### src/rtl/cbus_arbiter_pkg.sv
// Shared cbus definitions: size encodings, default burst-length width,
// request/response bundles and the arbiter state encoding.
package cbus_arbiter_pkg;

    localparam logic [2:0] MSIZE1 = 3'd0;
    localparam logic [2:0] MSIZE2 = 3'd1;
    localparam logic [2:0] MSIZE4 = 3'd2;

    localparam int unsigned CBUS_LEN_W = 4;

    typedef struct packed {
        logic                  valid;
        logic                  is_write;
        logic [2:0]            size;
        logic [31:0]           addr;
        logic [CBUS_LEN_W-1:0] len;
        logic [31:0]           data;
        logic [3:0]            strobe;
    } cbus_req_t;

    typedef struct packed {
        logic        ready;
        logic        last;
        logic [31:0] data;
    } cbus_resp_t;

    typedef enum logic {
        IDLE = 1'b0,
        BUSY = 1'b1
    } arb_state_t;

endpackage

### src/rtl/cbus_arbiter_arb_pick.sv
// One-hot request picker: the first valid index at or after rr_ptr_i wins.
// Tie rr_ptr_i to zero for plain fixed priority (index 0 highest).
module arb_pick
    import cbus_arbiter_pkg::*;
#(
    parameter int unsigned NUM_REQ = 2,
    parameter int unsigned IDX_W   = 1
) (
    input  logic [NUM_REQ-1:0] valid_i,
    input  logic [IDX_W-1:0]   rr_ptr_i,
    output logic [NUM_REQ-1:0] grant_o,
    output logic [IDX_W-1:0]   idx_o,
    output logic               any_o
);

    logic [IDX_W-1:0] cand;
    logic             found;

    always_comb begin
        grant_o = '0;
        idx_o   = '0;
        found   = 1'b0;
        cand    = '0;
        for (int unsigned i = 0; i < NUM_REQ; i++) begin
            cand = IDX_W'((32'(rr_ptr_i) + i) % NUM_REQ);
            if (!found && valid_i[cand]) begin
                found         = 1'b1;
                grant_o[cand] = 1'b1;
                idx_o         = cand;
            end
        end
        any_o = found;
    end

endmodule

### src/rtl/cbus_arbiter.sv
// Burst-locked arbiter sharing one cbus port between NUM_REQ requesters.
// Define CBUS_ARB_RR_EN for rotating priority; default is fixed priority.
module cbus_arbiter
    import cbus_arbiter_pkg::*;
#(
    parameter int unsigned NUM_REQ = 2,
    parameter int unsigned LEN_W   = CBUS_LEN_W
) (
    input  logic                           clk,
    input  logic                           reset,
    input  logic [NUM_REQ-1:0]             ireq_valid,
    input  logic [NUM_REQ-1:0]             ireq_is_write,
    input  logic [NUM_REQ-1:0][2:0]        ireq_size,
    input  logic [NUM_REQ-1:0][31:0]       ireq_addr,
    input  logic [NUM_REQ-1:0][LEN_W-1:0]  ireq_len,
    input  logic [NUM_REQ-1:0][31:0]       ireq_data,
    input  logic [NUM_REQ-1:0][3:0]        ireq_strobe,
    output logic [NUM_REQ-1:0]             iresp_ready,
    output logic [NUM_REQ-1:0]             iresp_last,
    output logic [31:0]                    iresp_data,
    output logic                           oreq_valid,
    output logic                           oreq_is_write,
    output logic [2:0]                     oreq_size,
    output logic [31:0]                    oreq_addr,
    output logic [LEN_W-1:0]               oreq_len,
    output logic [31:0]                    oreq_data,
    output logic [3:0]                     oreq_strobe,
    input  logic                           oresp_ready,
    input  logic                           oresp_last,
    input  logic [31:0]                    oresp_data,
    output logic [NUM_REQ-1:0]             grant,
    output logic                           len_err
);

    localparam int unsigned IDX_W = (NUM_REQ > 1) ? $clog2(NUM_REQ) : 1;

    arb_state_t         state_q, state_d;
    logic [IDX_W-1:0]   owner_q, owner_d;
    logic [NUM_REQ-1:0] grant_q, grant_d;
    logic               wr_q, wr_d;
    logic [2:0]         size_q, size_d;
    logic [31:0]        addr_q, addr_d;
    logic [LEN_W-1:0]   len_q, len_d;
    logic [LEN_W-1:0]   beat_q, beat_d;
    logic               len_err_q, len_err_d;
    logic [IDX_W-1:0]   rr_ptr;

    logic [NUM_REQ-1:0] pick_grant;
    logic [IDX_W-1:0]   pick_idx;
    logic               pick_any;

`ifdef CBUS_ARB_RR_EN
    logic [IDX_W-1:0]   rr_q, rr_d;
    assign rr_ptr = rr_q;
`else
    assign rr_ptr = '0;
`endif

    arb_pick #(
        .NUM_REQ (NUM_REQ),
        .IDX_W   (IDX_W)
    ) u_pick (
        .valid_i  (ireq_valid),
        .rr_ptr_i (rr_ptr),
        .grant_o  (pick_grant),
        .idx_o    (pick_idx),
        .any_o    (pick_any)
    );

    always_ff @(posedge clk or posedge reset) begin
        if (reset) begin
            state_q   <= IDLE;
            owner_q   <= '0;
            grant_q   <= '0;
            wr_q      <= 1'b0;
            size_q    <= '0;
            addr_q    <= '0;
            len_q     <= '0;
            beat_q    <= '0;
            len_err_q <= 1'b0;
`ifdef CBUS_ARB_RR_EN
            rr_q      <= '0;
`endif
        end else begin
            state_q   <= state_d;
            owner_q   <= owner_d;
            grant_q   <= grant_d;
            wr_q      <= wr_d;
            size_q    <= size_d;
            addr_q    <= addr_d;
            len_q     <= len_d;
            beat_q    <= beat_d;
            len_err_q <= len_err_d;
`ifdef CBUS_ARB_RR_EN
            rr_q      <= rr_d;
`endif
        end
    end

    always_comb begin
        state_d   = state_q;
        owner_d   = owner_q;
        grant_d   = grant_q;
        wr_d      = wr_q;
        size_d    = size_q;
        addr_d    = addr_q;
        len_d     = len_q;
        beat_d    = beat_q;
        len_err_d = 1'b0;
`ifdef CBUS_ARB_RR_EN
        rr_d      = rr_q;
`endif
        case (state_q)
            IDLE: begin
                if (pick_any) begin
                    state_d = BUSY;
                    owner_d = pick_idx;
                    grant_d = pick_grant;
                    wr_d    = ireq_is_write[pick_idx];
                    size_d  = ireq_size[pick_idx];
                    addr_d  = ireq_addr[pick_idx];
                    len_d   = ireq_len[pick_idx];
                    beat_d  = '0;
                end
            end
            BUSY: begin
                if (oresp_ready) begin
                    beat_d    = beat_q + 1'b1;
                    // Error is advisory; termination is driven by oresp_last alone.
                    len_err_d = oresp_last ? (beat_q != len_q) : (beat_q == len_q);
                    if (oresp_last) begin
                        state_d = IDLE;
                        grant_d = '0;
`ifdef CBUS_ARB_RR_EN
                        rr_d = (owner_q == IDX_W'(NUM_REQ - 1)) ? '0 : owner_q + 1'b1;
`endif
                    end
                end
            end
            default: state_d = IDLE;
        endcase
    end

    always_comb begin
        oreq_valid    = 1'b0;
        oreq_is_write = 1'b0;
        oreq_size     = '0;
        oreq_addr     = '0;
        oreq_len      = '0;
        oreq_data     = '0;
        oreq_strobe   = '0;
        iresp_ready   = '0;
        iresp_last    = '0;
        if (state_q == BUSY) begin
            oreq_valid    = 1'b1;
            oreq_is_write = wr_q;
            oreq_size     = size_q;
            oreq_addr     = addr_q;
            oreq_len      = len_q;
            // A flushed owner keeps the burst alive but must not write any bytes.
            oreq_data     = ireq_data[owner_q];
            oreq_strobe   = ireq_valid[owner_q] ? ireq_strobe[owner_q] : 4'b0000;
            iresp_ready[owner_q] = oresp_ready;
            iresp_last[owner_q]  = oresp_ready & oresp_last;
        end
    end

    assign grant      = grant_q;
    assign len_err    = len_err_q;
    assign iresp_data = oresp_data;

endmodule

### config.mk
export PLATFORM = sky130hd
export DESIGN_NAME = cbus_arbiter
export DESIGN_NICKNAME = d
export VERILOG_FILES = /design/src/rtl/cbus_arbiter_pkg.sv /design/src/rtl/cbus_arbiter_arb_pick.sv /design/src/rtl/cbus_arbiter.sv
export SDC_FILE = /design/constraint.sdc
export NUM_CORES = 1
export LEC_CHECK = 0
export ABC_AREA = 1
export CORE_ASPECT_RATIO = 0.5
export CORE_MARGIN = 4
export CORE_UTILIZATION = 32
export CTS_CLUSTER_SIZE = 16
export DETAILED_ROUTE_END_ITERATION = 10
export PLACE_DENSITY = 0.92
export SETUP_SLACK_MARGIN = 0.15
export SLEW_MARGIN = 15
export SYNTH_ARGS = -nofsm -noshare
export SYNTH_HDL_FRONTEND = slang
export SYNTH_SLANG_ARGS = --single-unit
export TNS_END_PERCENT = 100
### constraint.sdc
create_clock -name clk -period 1.7 [get_ports clk]
set_input_delay 0.425 -clock clk [delete_from_list [all_inputs] [get_ports clk]]
set_output_delay 0.425 -clock clk [all_outputs]
set_load 0.02 [all_outputs]
==> results.tsv <==
stage	metric	value	unit
die	Die Span X	153.4	µm
route	Residual DRC	0	
yosys	portion of netlist area occupied by mux cells	0	%
cells_and_area	Ant. Diodes	0	
cts	Clock Path Buffers	2	
setup_path	Setup CP Type	reg -> out	
setup_path	Register-to-Register Path Depth	8	
yosys	Yosys cell types	21	
yosys	number of synthesized flops with an enable pin	0	
yosys	area fraction of the dominant cell type after synthesis	36.27	%
setup_path	critical path's top delay family	buffers and inverters	
worst_hold_path	Worst Hold Class	reg -> reg	
job	MaxCap Viol Count	0	
cells_and_area	nets	951	
status	failing checks	setup timing	
sta	Period minus WS final	1.853	ns
cts	clk slew on worst S/H paths	0.07	ns
sta	setup TNS	-6.365	ns
cells_and_area	layout cells sized above 1	39.42	%
die	Core ar.	10250	µm²
route	1st-iter DRT viols	364	
sta	final period utilization	109.0	%
grt	GRT Util Overall	22.74	%
yosys	synthesized flop and latch total	49	
cells_and_area	Filler Cells Inserted	743	
cts	clock root buffer	clkbuf_16	
yosys	Net Count, Synth	713	
setup_path	CP Launch Type	register	
route	final WL	16940	µm
place	placed cell area	5909	µm²
route	DR vias	4506	
setup_path	critical path's most frequent cell	buf_6	
sta	RSZ-0062 raised after global routing	true	
pwr	leakage power	3.365	nW
sta	f_max	539.7	MHz
yosys	post-synthesis adder-cell area fraction	0.3701	%
sta	Final Hold Vio Count	0	
cells_and_area	area delta synth->final	110.8	%
yosys	register area share after synthesis	36.27	%
yosys	Yosys warning total	0	
setup_path	Critical Path Max Stage Delay	0.46	ns
sta	worst-margin pin slew	0.3621	ns
cells_and_area	area of the multi-input gates	2085	µm²
grt	GR Overflow Total	0	
grt	vias in the first global route	4243	
setup_path	worst path bufs/invs	5	
yosys	Post-Synth Simple-Gate Area	25.24	%
die	Site Rows	26	
cts	CTS Hold Bufs	0	
cells_and_area	final instance area	7126	µm²
setup_path	crit path capture type	primary output	
yosys	leading area contributor after synthesis	dfrtp_1	
yosys	asr flop ratio synth	100.0	%
route	drt first pass iters	5	
yosys	Synth area leaders	dfrtp_1 (36%), nor2_1 (12%), nand2_1 (12%)	
setup_path	CP Max Fanout	7	
yosys	XOR/XNOR Fraction of Synth Area	0	%
place	IO buf count	241	
cells_and_area	FF/Latch Area	1229	µm²
yosys	largest family of logic cells by synthesized area	simple AND/OR/NAND/NOR gates	
setup_path	worst path required time	1.27	ns
setup_path	WP depth	6	
setup_path	CP max-delay cell	dfrtp_2	
grt	pin count of the biggest net entering global routing	46	
die	Die Ht	80.68	µm
cts	Clock Sinks	49	
die	Die Footprint	12370	µm²
cts	CTS tree	built	
route	DR WL/cell	18.80	µm
sta	worst-case clock skew	0.007872	ns
pwr	PD cells	912.1	nW/µm²
place	post-DP HPWL	10980	µm
route	Via density	5.001	
status	outcome	finished with violations	
grt	initial antenna violation count	0	
sta	worst setup margin	-0.1528	ns
yosys	Post-synth top flop	dfrtp_1	
die	Initial Util	32.99	%
die	Ports	306	
sta	final setup violation count	76	
sta	Max-Slew Margin vs Limit	75.86	%
cts	Inserted Clock Buffers	5	
route	Routed Antenna Nets	0	
setup_path	worst path cell trace	buf_6, buf_12, clkbuf_16, nand2_4, inv_2, buf_6	
place	Routability Congestion	0.8851	
worst_hold_path	hold depth	2	
cts	Worst-Skew Late Latency	0.29	ns
pwr	Max IR drop VDD	0.4884	mV
yosys	mapped cell area	3381	µm²
sta	Slew Limit Fails	0	
yosys	Compound-Gate Fraction of Synth Area	19.58	%
yosys	average size of a mapped cell	6.477	µm²
yosys	Mapped Cells	522	
grt	global-route wire length before repair	22430	µm
cts	# H-tree levels	2	
setup_path	endpoint arrival time on the critical path	1.43	ns
[per-stage QoR]
step	cells	utilization (%)	hold WS [ns]	total power [mW]	setup slack (ns)
floorplan	522	-	0.4586	3.161	0.1642
global route	901	69.54	0.5483	6.821	-0.1986
finish	901	69.54	0.5145	6.499	-0.1528
CTS	879	60.84	0.4953	5.763	-0.1652
detailed placement	865	57.67	0.4792	4.548	-0.7532
global placement	865	57.67	0.4699	4.488	-0.7260
[tightest hold or removal path, cell delays in order, from the launching register on]
cell and delay, ns:
dfrtp_1 0.35, nand3_1 0.08, nand2_1 0.06
[layout by cell type (no fill, tap or decap), types with 2 or more instances in the layout]
master,n
o22ai_1,4
nand2_4,40
a21oi_1,3
dlygate4sd2_1,6
inv_2,42
clkbuf_16,16
dfrtp_1,47
nor2_1,59
inv_1,10
o21ai_1,57
dfrtp_2,2
o21ai_0,48
o21ai_2,7
buf_8,3
o21ai_4,2
buf_12,8
nor2_4,12
nand2_2,2
buf_4,32
nand2_1,65
buf_16,2
nand3_1,4
buf_6,78
a21oi_2,4
nor2_2,42
clkdlybuf4s50_1,153
clkinvlp_4,3
[synth_stat cells (8+ instances only)]
cell type    n
nor2_1     112
nand2_1    107
o21ai_0     76
inv_1       54
dfrtp_1     49
o21ai_1     37
buf_4       33
buf_2       15
clkbuf_1    11
a21oi_1      8
[layout make-up]
cell class              count  area share [%]
flip-flops and latches     49           17.24
multi-input cells         353           29.25
repair buffers            295           45.69
clock buffers               6           1.809
inverters                  56           3.336
well taps                 140           2.458
clock inverters             2          0.2107
[metal layers]
metal / up-vias / wire [µm] / global-route usage, % / share of wire [%]
li1: 2091 / - / - / -
met1: 2164 / 6871 / 28.48 / 41
met2: 217 / 8655 / 40.92 / 51
met3: 34 / 975 / 4.790 / 5.8
met4: 0 / 440 / 4.846 / 2.6
met5: - / 0 / 0 / 0
[registers in the layout (all words and copies together) (netlist names), 2 cells and up]
name    count
size_q      3
addr_q     32
grant       2
beat_q      4
len_q       4
[cells by family (layout without fill, tap and decap cells)]
| kind of cell | after synthesis | after routing |
|---|---|---|
| adder cells (fa/ha/maj) | 1 | 1 |
| buffers and inverters | 120 | 359 |
| AND/OR/NAND/NOR | 224 | 224 |
| flip-flops | 49 | 49 |
| AO/OA/AOI/OAI | 128 | 128 |
[final timing paths]
check,startpoint,to,slack (ns)
hold reg to reg,grant[1]$_DFFE_PP0P_,grant[1]$_DFFE_PP0P_,0.51
min in group asynchronous,reset,addr_q[30]$_DFFE_PP0P_,0.56
hold / removal,grant[1]$_DFFE_PP0P_,grant[1]$_DFFE_PP0P_,0.51
max in group asynchronous,reset,owner_q$_DFFE_PP0P_,0.82
setup reg to reg,state_q$_DFF_PP0_,addr_q[29]$_DFFE_PP0P_,0.17
setup / recovery,state_q$_DFF_PP0_,oreq_addr[10],-0.15
[timing repair]
item                                   4_1_cts  5_1_grt
buffers inserted                             4       10
endpoints found under the hold margin        0        0
cloned                                       2       12
setup endpoints to repair                  103      127
gates resized for setup                    504      181
pin swaps                                    2       25
[report_power, final]
group	leakage [nW]	switching (mW)	internal, mW
clock	0.0631	0.454	0.547
sequential	0.604	0.306	1.44
combinational	2.70	1.90	1.85
total	3.36	2.66	3.84
No activity file was read; power rests on OpenSTA's default activity.
